==> config.mk <==
export PLATFORM = sky130hd
export DESIGN_NAME = rename_ctrl
export DESIGN_NICKNAME = d
export VERILOG_FILES = /design/src/rtl/rename_pkg.sv /design/src/rtl/free_pick.sv /design/src/rtl/rename_ctrl_chk.sv /design/src/rtl/rename_ctrl.sv
export SDC_FILE = /design/constraint.sdc
export NUM_CORES = 1
export LEC_CHECK = 0
export CAP_MARGIN = 20
export CORE_MARGIN = 1
export CORE_UTILIZATION = 62
export CTS_CLUSTER_DIAMETER = 100
export DETAILED_ROUTE_END_ITERATION = 7
export HOLD_SLACK_MARGIN = 0.03
export PLACE_DENSITY_LB_ADDON = 0.12
export SLEW_MARGIN = 20
export SYNTH_ARGS = -nofsm -noshare
export SYNTH_HDL_FRONTEND = slang
export SYNTH_SLANG_ARGS = --single-unit
==> constraint.sdc <==
create_clock -name clk -period 11.4 [get_ports clk]
set_input_delay 1.71 -clock clk [delete_from_list [all_inputs] [get_ports clk]]
set_output_delay 1.71 -clock clk [all_outputs]
set_load 0.03 [all_outputs]
==> src/rtl/rename_pkg.sv <==
// Shared definitions for the register-rename controller.
// Holds the default physical register count, the tag width and the recovery FSM states.
package rename_pkg;

  localparam int NUM_PHYS = 32;
  localparam int PREG_W   = 5;

  typedef enum logic [1:0] {
    RUN     = 2'd0,
    FLUSH   = 2'd1,
    RESTORE = 2'd2
  } rename_state_e;

endpackage

==> src/rtl/free_pick.sv <==
// Lowest-set-bit picker used to choose the next free physical tag.
// found is high when any bit of vec is set; index is the lowest set position (0 when none).
module free_pick #(
  parameter int N = 32,
  parameter int W = 5
) (
  input  logic [N-1:0] vec,
  output logic         found,
  output logic [W-1:0] index
);

  // Scan from the top down so the last hit is the lowest set bit.
  always_comb begin
    found = |vec;
    index = {W{1'b0}};
    for (int i = N - 1; i >= 0; i--) begin
      index = vec[i] ? W'(i) : index;
    end
  end

endmodule

==> src/rtl/rename_ctrl_chk.sv <==
// Simulation checks for the rename controller: no double release of a physical tag,
// and p0 never appears in either free vector.
module rename_ctrl_chk #(
  parameter int NUM_PHYS = 32,
  parameter int PREG_W   = 5
) (
  input logic                clk,
  input logic                reset,
  input logic                commit_valid,
  input logic [PREG_W-1:0]   commit_old_phys,
  input logic [NUM_PHYS-1:0] arch_free,
  input logic                spec_bit0,
  input logic                arch_bit0
);

  // A released tag must currently be architecturally live (not already free).
  a_no_double_release: assert property (
    @(posedge clk) disable iff (reset)
    (commit_valid && (commit_old_phys != {PREG_W{1'b0}})) |-> !arch_free[commit_old_phys]
  );

  // p0 is permanently bound to r0 and must never be marked free.
  a_p0_never_free: assert property (
    @(posedge clk) disable iff (reset)
    !spec_bit0 && !arch_bit0
  );

endmodule

==> src/rtl/rename_ctrl.sv <==
// Register-rename free-list controller.
// Hands out physical tags to decoded instructions, returns tags on commit, and
// rebuilds the speculative free list from the architectural one on flush
// (RUN -> FLUSH -> RESTORE -> RUN).
// Optional feature macro: RENAME_CTRL_STATS_EN adds saturating stall_cycles and
// alloc_total counters as extra outputs.
module rename_ctrl #(
  parameter int NUM_PHYS  = rename_pkg::NUM_PHYS,
  parameter int PREG_W    = rename_pkg::PREG_W,
  parameter int LOW_WATER = 2
) (
  input  logic              clk,
  input  logic              reset,
  input  logic              dec_valid,
  input  logic              dec_has_dest,
  input  logic [4:0]        dec_dest_arch,
  output logic              dec_ready,
  output logic              alloc_valid,
  output logic [PREG_W-1:0] alloc_phys,
  input  logic              commit_valid,
  input  logic [PREG_W-1:0] commit_new_phys,
  input  logic [PREG_W-1:0] commit_old_phys,
  input  logic              flush_req,
  output logic              rat_restore,
  output logic [PREG_W:0]   free_count,
  output logic              low_free
`ifdef RENAME_CTRL_STATS_EN
  ,
  output logic [15:0]       stall_cycles,
  output logic [15:0]       alloc_total
`endif
);

  import rename_pkg::*;

  localparam logic [NUM_PHYS-1:0] ONE_V  = {{(NUM_PHYS-1){1'b0}}, 1'b1};
  localparam logic [NUM_PHYS-1:0] INIT_V = ~ONE_V;
  localparam logic [PREG_W:0]     CNT_ZERO = {(PREG_W+1){1'b0}};
  localparam logic [PREG_W:0]     CNT_FULL = (PREG_W+1)'(NUM_PHYS - 1);
  localparam logic [PREG_W:0]     CNT_LOW  = (PREG_W+1)'(LOW_WATER);

  rename_state_e       state_r, state_s;
  logic [NUM_PHYS-1:0] spec_free_r, spec_free_s;
  logic [NUM_PHYS-1:0] arch_free_r, arch_free_s;
  logic [PREG_W:0]     free_count_r;
  logic                low_free_r;
  logic                rat_restore_r;

  logic                need_s, ready_s, fire_s, alloc_s;
  logic                pick_found_s;
  logic [PREG_W-1:0]   pick_idx_s;
  logic [NUM_PHYS-1:0] alloc_mask_s, rel_mask_s, new_mask_s;
  logic [PREG_W:0]     pop_next_s;

  function automatic logic [PREG_W:0] popcnt(input logic [NUM_PHYS-1:0] v);
    logic [PREG_W:0] c;
    c = {(PREG_W+1){1'b0}};
    for (int i = 0; i < NUM_PHYS; i++) begin
      c = c + {{PREG_W{1'b0}}, v[i]};
    end
    return c;
  endfunction

  free_pick #(
    .N (NUM_PHYS),
    .W (PREG_W)
  ) u_pick (
    .vec   (spec_free_r),
    .found (pick_found_s),
    .index (pick_idx_s)
  );

  // Decode handshake, same-cycle tag issue and commit masks.
  always_comb begin
    need_s       = dec_has_dest && (dec_dest_arch != 5'd0);
    ready_s      = !reset && (state_r == RUN) && !flush_req &&
                   (!need_s || (free_count_r != CNT_ZERO));
    fire_s       = dec_valid && ready_s;
    alloc_s      = fire_s && need_s && pick_found_s;
    alloc_mask_s = {NUM_PHYS{1'b0}};
    alloc_phys   = {PREG_W{1'b0}};
    new_mask_s   = {NUM_PHYS{1'b0}};
    rel_mask_s   = {NUM_PHYS{1'b0}};
    if (alloc_s) begin
      alloc_mask_s = ONE_V << pick_idx_s;
      alloc_phys   = pick_idx_s;
    end else begin
      alloc_mask_s = {NUM_PHYS{1'b0}};
      alloc_phys   = {PREG_W{1'b0}};
    end
    if (commit_valid) begin
      new_mask_s = ONE_V << commit_new_phys;
      if (commit_old_phys != {PREG_W{1'b0}}) begin
        rel_mask_s = ONE_V << commit_old_phys;
      end else begin
        rel_mask_s = {NUM_PHYS{1'b0}};
      end
    end else begin
      new_mask_s = {NUM_PHYS{1'b0}};
      rel_mask_s = {NUM_PHYS{1'b0}};
    end
    dec_ready   = ready_s;
    alloc_valid = alloc_s;
  end

  // Recovery FSM next state and next contents of both free vectors.
  always_comb begin
    state_s     = state_r;
    arch_free_s = ((arch_free_r & ~new_mask_s) | rel_mask_s) & ~ONE_V;
    spec_free_s = spec_free_r;
    case (state_r)
      RUN: begin
        spec_free_s = (spec_free_r & ~alloc_mask_s) | rel_mask_s;
        state_s     = flush_req ? FLUSH : RUN;
      end
      FLUSH: begin
        // Reload from the architectural view, including this cycle's commit.
        spec_free_s = arch_free_s;
        state_s     = flush_req ? FLUSH : RESTORE;
      end
      RESTORE: begin
        spec_free_s = spec_free_r | rel_mask_s;
        state_s     = flush_req ? FLUSH : RUN;
      end
      default: begin
        spec_free_s = spec_free_r | rel_mask_s;
        state_s     = RUN;
      end
    endcase
    spec_free_s = spec_free_s & ~ONE_V;
    pop_next_s  = popcnt(spec_free_s);
  end

  // State, free vectors and registered status outputs.
  always_ff @(posedge clk) begin
    if (reset) begin
      state_r       <= RUN;
      spec_free_r   <= INIT_V;
      arch_free_r   <= INIT_V;
      free_count_r  <= CNT_FULL;
      low_free_r    <= 1'b0;
      rat_restore_r <= 1'b0;
    end else begin
      state_r       <= state_s;
      spec_free_r   <= spec_free_s;
      arch_free_r   <= arch_free_s;
      free_count_r  <= pop_next_s;
      low_free_r    <= (pop_next_s <= CNT_LOW);
      rat_restore_r <= (state_s == RESTORE);
    end
  end

  assign free_count  = free_count_r;
  assign low_free    = low_free_r;
  assign rat_restore = rat_restore_r;

`ifdef RENAME_CTRL_STATS_EN
  logic [15:0] stall_cnt_r;
  logic [15:0] alloc_cnt_r;

  // Saturating counters for pool-empty stalls and issued tags.
  always_ff @(posedge clk) begin
    if (reset) begin
      stall_cnt_r <= 16'd0;
      alloc_cnt_r <= 16'd0;
    end else begin
      if (dec_valid && need_s && (state_r == RUN) && (free_count_r == CNT_ZERO) &&
          (stall_cnt_r != 16'hFFFF)) begin
        stall_cnt_r <= stall_cnt_r + 16'd1;
      end else begin
        stall_cnt_r <= stall_cnt_r;
      end
      if (alloc_s && (alloc_cnt_r != 16'hFFFF)) begin
        alloc_cnt_r <= alloc_cnt_r + 16'd1;
      end else begin
        alloc_cnt_r <= alloc_cnt_r;
      end
    end
  end

  assign stall_cycles = stall_cnt_r;
  assign alloc_total  = alloc_cnt_r;
`endif

  rename_ctrl_chk #(
    .NUM_PHYS (NUM_PHYS),
    .PREG_W   (PREG_W)
  ) u_chk (
    .clk             (clk),
    .reset           (reset),
    .commit_valid    (commit_valid),
    .commit_old_phys (commit_old_phys),
    .arch_free       (arch_free_r),
    .spec_bit0       (spec_free_r[0]),
    .arch_bit0       (arch_free_r[0])
  );

endmodule
==> flow_summary.ini, run 1 <==
[cells_and_area]
n_antenna_cell = 0
nets = 661
finish.utilization_pct = 73.7
area_growth_pct = 12.9
fillers = 580
drive_gt1_share_pct = 7.48
final_area_um2 = 5090

[logic_synthesis]
synth_ff_type = dfxtp_1
syn_area_um2 = 4510
syn_area_per_cell_um2 = 7.76
yosysWarnings = 0
yosysTopAreaCellShare_pct = 31.5
synthTopCellsByArea = dfxtp_1 (32%), fa_1 (10%), nor2_1 (7.4%)
syn_inst = 581
yosys.area.top_type = dfxtp_1
yosysMostFrequentCell = nor2_1
ys_seq_elements = 71
synth.distinct_cells = 56
syn_nets = 632
synth_edf_count = 0
synthArstFlopShare_pct = 0
synth-seq-area-share_pct = 31.5
synthTopCellsByCount = nor2_1 (89), nand2_1 (77), dfxtp_1 (71), o21ai_0 (62), inv_1 (34)

[clock_tree]
cts.reportedPaths.clkPinSlew_ns = 0.08
cts-resized-gates = 0
insertion_delay_ns = 0.36
cts_setup_buffers = 0
cts_root_buffer = clkbuf_8
clock-sinks = 71
cts-buffers-inserted = 9
cts_max_level = 3
clockBufferDepth = 2
cts_tree = yes
cts_hold_buf = 0

[power_and_ir_drop]
p_leak_nw = 1.89
power_switching_w = 0.000534
p_comb_share_pct = 59.2
pwr-share-clk_pct = 17.5
intPower_w = 0.000693
power.density_nw_per_um2 = 241
max-vdd-ir-drop_mv = 0.648
fin_total_pwr_w = 0.00123
power_frac_seq_pct = 23.4
power_switching_share_pct = 43.5

[detailed_routing]
via_per_inst = 6.29
antenna_left = 0
wl_per_cell_um = 18.7
drt_iter0_drc = 473
drc = 0
drt_pass1_iterations = 5
drt_wl_total_mm = 13.3
num_vias = 4470

[worst_setup_path]
cp_common_cell = fa_1
start_kind = input pin
timing.critical_path.to_type = flip-flop
cp_data_arrival_time_ns = 9.12
worst_ep_required_time_ns = 11.68
crit_type = input pin to flip-flop
cp_max_fo = 8
cp.buffers_inverters = 8
cp_top_family = adder cells
critPathMaxStageDelay_ns = 0.58
crit_path_top_delay_cell = or3b_2

[sta]
fmax_mhz = 113
finalHoldViolCount = 0
fin_skew_ns = 0.00875
holdWs_ns = 0.479
finalCritPeriodShare_pct = 77.6
relSlewSlack_pct = 33.4
worst_pin_slew_ns = 0.999
final.setup.tns_ns = 0
min_period_ns = 8.85
grt_setup_unrepaired = no
setup_viol = 0
slew_violations = 0

[outcome]
status = complete, no violations

[flow_run]
cap_viol_max_count = 0

[global_routing]
grt_start_max_net_pins = 62
antenna_found_initial = 0
grt_pass1_wl_mm = 21.0
grt.total_usage_pct = 37.5
gr-total-overflow = 0
grt_pass1_vias = 4159

[min_path]
hp-class = flip-flop to flip-flop

[floorplan]
initial_core_util_pct = 65.3
die_area_um2 = 7620
rows = 30
io_pins = 36
core_um2 = 6910
fp.dieW_um = 87.3
die_h_um = 87.3

[placed_design]
placed_cell_area_um2 = 4880
gp_congestion = 1.00
dp_hpwl_mm = 10.4
io_buffers = 35
[registers in the layout, indices dropped and copies added (netlist names)]
| name | cells |
|---|---|
| state_r | 2 |
| low_free | 1 |
| free_count | 6 |
| arch_free_r | 31 |
| spec_free_r | 31 |
[area by class of cell]
type                    count  area, µm²  share of cell area, %
inverters                  34        128                   2.51
multi-input cells         458       2850                   56.1
clock inverters             6       68.8                   1.35
repair buffers             36        358                   7.03
well taps                  96        120                   2.36
clock buffers              10        138                   2.71
flip-flops and latches     71       1420                   27.9
[cell families after synthesis]
family | after synthesis | share of synthesized area [%]
compound gates | 131 | 18.3
xor+xnor | 3 | 0.583
fa+ha+maj | 30 | 12.2
buf+inv | 52 | 5.16
flops | 71 | 31.5
simple gates | 294 | 32.3
[metrics by stage]
step	setup WS [ns]	cells
2_1_floorplan	3.18	581
3_3_place_gp	2.41	695
3_5_place_dp	2.30	695
4_1_cts	2.64	711
5_1_grt	2.06	711
6_report	2.55	711
[layer usage]
layer	routed length (µm)	track usage [%]	share of wire (%)	vias up
li1	-	-	-	2056
met1	5430	49.0	41	2133
met2	5980	57.0	45	240
met3	1460	11.6	11	41
met4	452	16.7	3.4	0
met5	0	0	0	-
[final timing paths]
path                    from         endpoint  slack, ns  cells past startpoint
max                    reset         low_free       2.55                     28
min          arch_free_r[29]  arch_free_r[29]       0.48                      2
max reg2reg  spec_free_r[15]         low_free       3.77                     27
min reg2reg  arch_free_r[29]  arch_free_r[29]       0.48                      2
[power groups by stage]
stage,Sequential [W],Clock (W),Combinational (W)
CTS,0.000285,0.000213,0.000721
floorplan,0.000302,0,0.000536
global route,0.000288,0.000224,0.000832
detailed placement,0.000291,0,0.000713
global placement,0.000290,0,0.000675
finish,0.000286,0.000214,0.000726
[cells in the final DEF (no fill, tap or decap), drive strengths merged, types with 17 or more instances in the layout]
cell type / netlist / final
nor3: 19 / 19
nand2b: 27 / 27
inv: 34 / 35
nand2: 77 / 77
a21oi: 17 / 17
clkdlybuf4s50: 0 / 35
nor2: 89 / 89
dfxtp: 71 / 71
o21ai: 62 / 62
fa: 23 / 23
[worst register-to-register path: stages (launching register included)]
cell      delay (ns)
dfxtp_1         0.37
or4_4           0.58
nor4b_1         0.58
nand2b_2        0.21
nor3_1          0.47
nand2_1         0.23
o211ai_1        0.31
nor2b_1         0.22
fa_1            0.43
fa_1            0.49
inv_1           0.05
fa_1            0.47
inv_1           0.06
fa_1            0.53
inv_1           0.05
fa_1            0.47
inv_1           0.05
fa_1            0.48
inv_1           0.05
fa_1            0.37
inv_1           0.09
fa_1            0.22
inv_1           0.05
a21o_1          0.16
a21oi_1         0.16
xor2_1          0.16
nand2b_1        0.08
nor3_1          0.18
(Power assumes the default switching activity.)
==> inputs of run 2 (changes only) <==
Settings changed: CORE_UTILIZATION 62 to 53.
Clock period 11.4 ns to 8 ns, I/O delays scaled along.
==> run 2 against run 1 <==
  * Clock power is 61% higher
  * Largest cell class unchanged
  * Critical path type unchanged
  * Hold slack worse by 0.0077 ns
  * Global-route usage is 3.2 points lower
  * Total power is 55% higher
  * Critical endpoint unchanged
==> flow_summary.ini, run 2 (synthesis gave the netlist of run 1 again) <==
[detailed_routing]
drc = 0
drt_pass1_iterations = 5
num_vias = 4465
via_per_inst = 5.92
drt_iter0_drc = 381
wl_per_cell_um = 19.1
antenna_left = 0
drt_wl_total_mm = 14.4

[worst_setup_path]
crit_type = input pin to flip-flop
cp_common_cell = fa_1
critPathMaxStageDelay_ns = 0.55
worst_ep_required_time_ns = 8.29
cp_max_fo = 3
cp_data_arrival_time_ns = 7.86
start_kind = input pin
crit_path_top_delay_cell = fa_1
timing.critical_path.to_type = flip-flop

[sta]
min_period_ns = 7.57
grt_setup_unrepaired = no
final.setup.tns_ns = 0
slew_violations = 0
worst_pin_slew_ns = 1.04
relSlewSlack_pct = 30.9
finalHoldViolCount = 0
fin_skew_ns = 0.0121
holdWs_ns = 0.471
setup_viol = 0
fmax_mhz = 132
finalCritPeriodShare_pct = 94.6

[cells_and_area]
drive_gt1_share_pct = 13.6
finish.utilization_pct = 66.2
area_growth_pct = 20.6
layout_common_cells = nor2_1 (88), nand2_1 (77), dfxtp_1 (71), o21ai_0 (61), buf_4 (35)
nets = 695
final_common_cell = nor2_1
n_antenna_cell = 0
final_area_um2 = 5440

[clock_tree]
cts_max_level = 3
clockBufferDepth = 2
cts_hold_buf = 0
insertion_delay_ns = 0.36
cts-buffers-inserted = 9
cts_root_buffer = clkbuf_8
cts_tree = yes
cts.reportedPaths.clkPinSlew_ns = 0.08
clock-sinks = 71

[min_path]
hp-class = flip-flop to flip-flop

[placed_design]
placed_cell_area_um2 = 5140
gp_congestion = 0.942
io_buffers = 35
dp_hpwl_mm = 11.1

[power_and_ir_drop]
p_leak_nw = 2.11
power.density_nw_per_um2 = 350
fin_total_pwr_w = 0.00190
max-vdd-ir-drop_mv = 0.965

[flow_run]
cap_viol_max_count = 0

[global_routing]
grt_pass1_wl_mm = 22.4
grt.total_usage_pct = 34.3
gr-total-overflow = 0
antenna_found_initial = 0
grt_start_max_net_pins = 62
grt_pass1_vias = 4201

[floorplan]
io_pins = 36
core_um2 = 8220
die_h_um = 94.2
fp.dieW_um = 94.2
rows = 33
die_area_um2 = 8880
initial_core_util_pct = 54.9

[outcome]
status = complete, no violations
run 2: changes by cell type in the layout (fill, tap and decap cells not counted), sizes merged:
cell	delta
buf	+34
bufinv	+1
clkbuf	+1
clkdlybuf4s50	-2
clkinv	+1
clkinvlp	-2
dlymetal6s2s	+2
inv	-1
run 2: area by class of cell:
| class | count | area [µm²] |
|---|---|---|
| Multi-Input combinational cell | 458 | 2910 |
| Fill cell | 726 | 2780 |
| Sequential cell | 71 | 1420 |
| Timing Repair Buffer | 70 | 618 |
| Clock buffer | 11 | 151 |
| Tap cell | 105 | 131 |
| Inverter | 34 | 128 |
| Clock inverter | 5 | 80.1 |
run 2: final timing paths:
path | start | endpoint | slack [ns] | cells after the start
worst max register to register | spec_free_r[19] | low_free | 0.76 | 27
worst min-delay path | arch_free_r[16] | arch_free_r[16] | 0.47 | 2
worst max-delay path | dec_dest_arch[0] | low_free | 0.43 | 30
worst min register to register | arch_free_r[16] | arch_free_r[16] | 0.47 | 2
run 2: power by group:
group	switching [W]	internal, W	leakage, nW
registers	0.0000213	0.000387	0.582
logic	0.000597	0.000555	1.41
clock network	0.000153	0.000192	0.112
total	0.000771	0.00113	2.11
run 2: critical path: cells and delay by family:
family / cells / cell delay [ns]
AND/OR/NAND/NOR: 7 / 1.30
adder cells (fa/ha/maj): 8 / 3.48
buffers and inverters: 10 / 1.09
AO/OA/AOI/OAI: 4 / 0.64
XOR/XNOR: 1 / 0.15
run 2: through the flow:
stage,std cells,setup WS [ns]
2_1_floorplan,581,0.289
3_3_place_gp,737,-0.214
3_5_place_dp,737,-0.385
6_report,754,0.435
5_1_grt,754,0.00583
4_1_cts,753,0.0479
run 2: what timing repair did:
| item | CTS | global route |
|---|---|---|
| pin swaps | 0 | 4 |
| endpoints found under the setup margin | 1 | 4 |
| buffers inserted | 0 | 1 |
| gates resized for setup | 1 | 13 |
run 2: metal layers:
metal | up-vias | GRT usage, % | share of wire (%)
li1 | 2130 | - | -
met1 | 2099 | 48.3 | 43
met2 | 204 | 51.6 | 44
met3 | 32 | 5.58 | 8.9
met4 | 0 | 14.5 | 3.6
met5 | - | 0 | 0
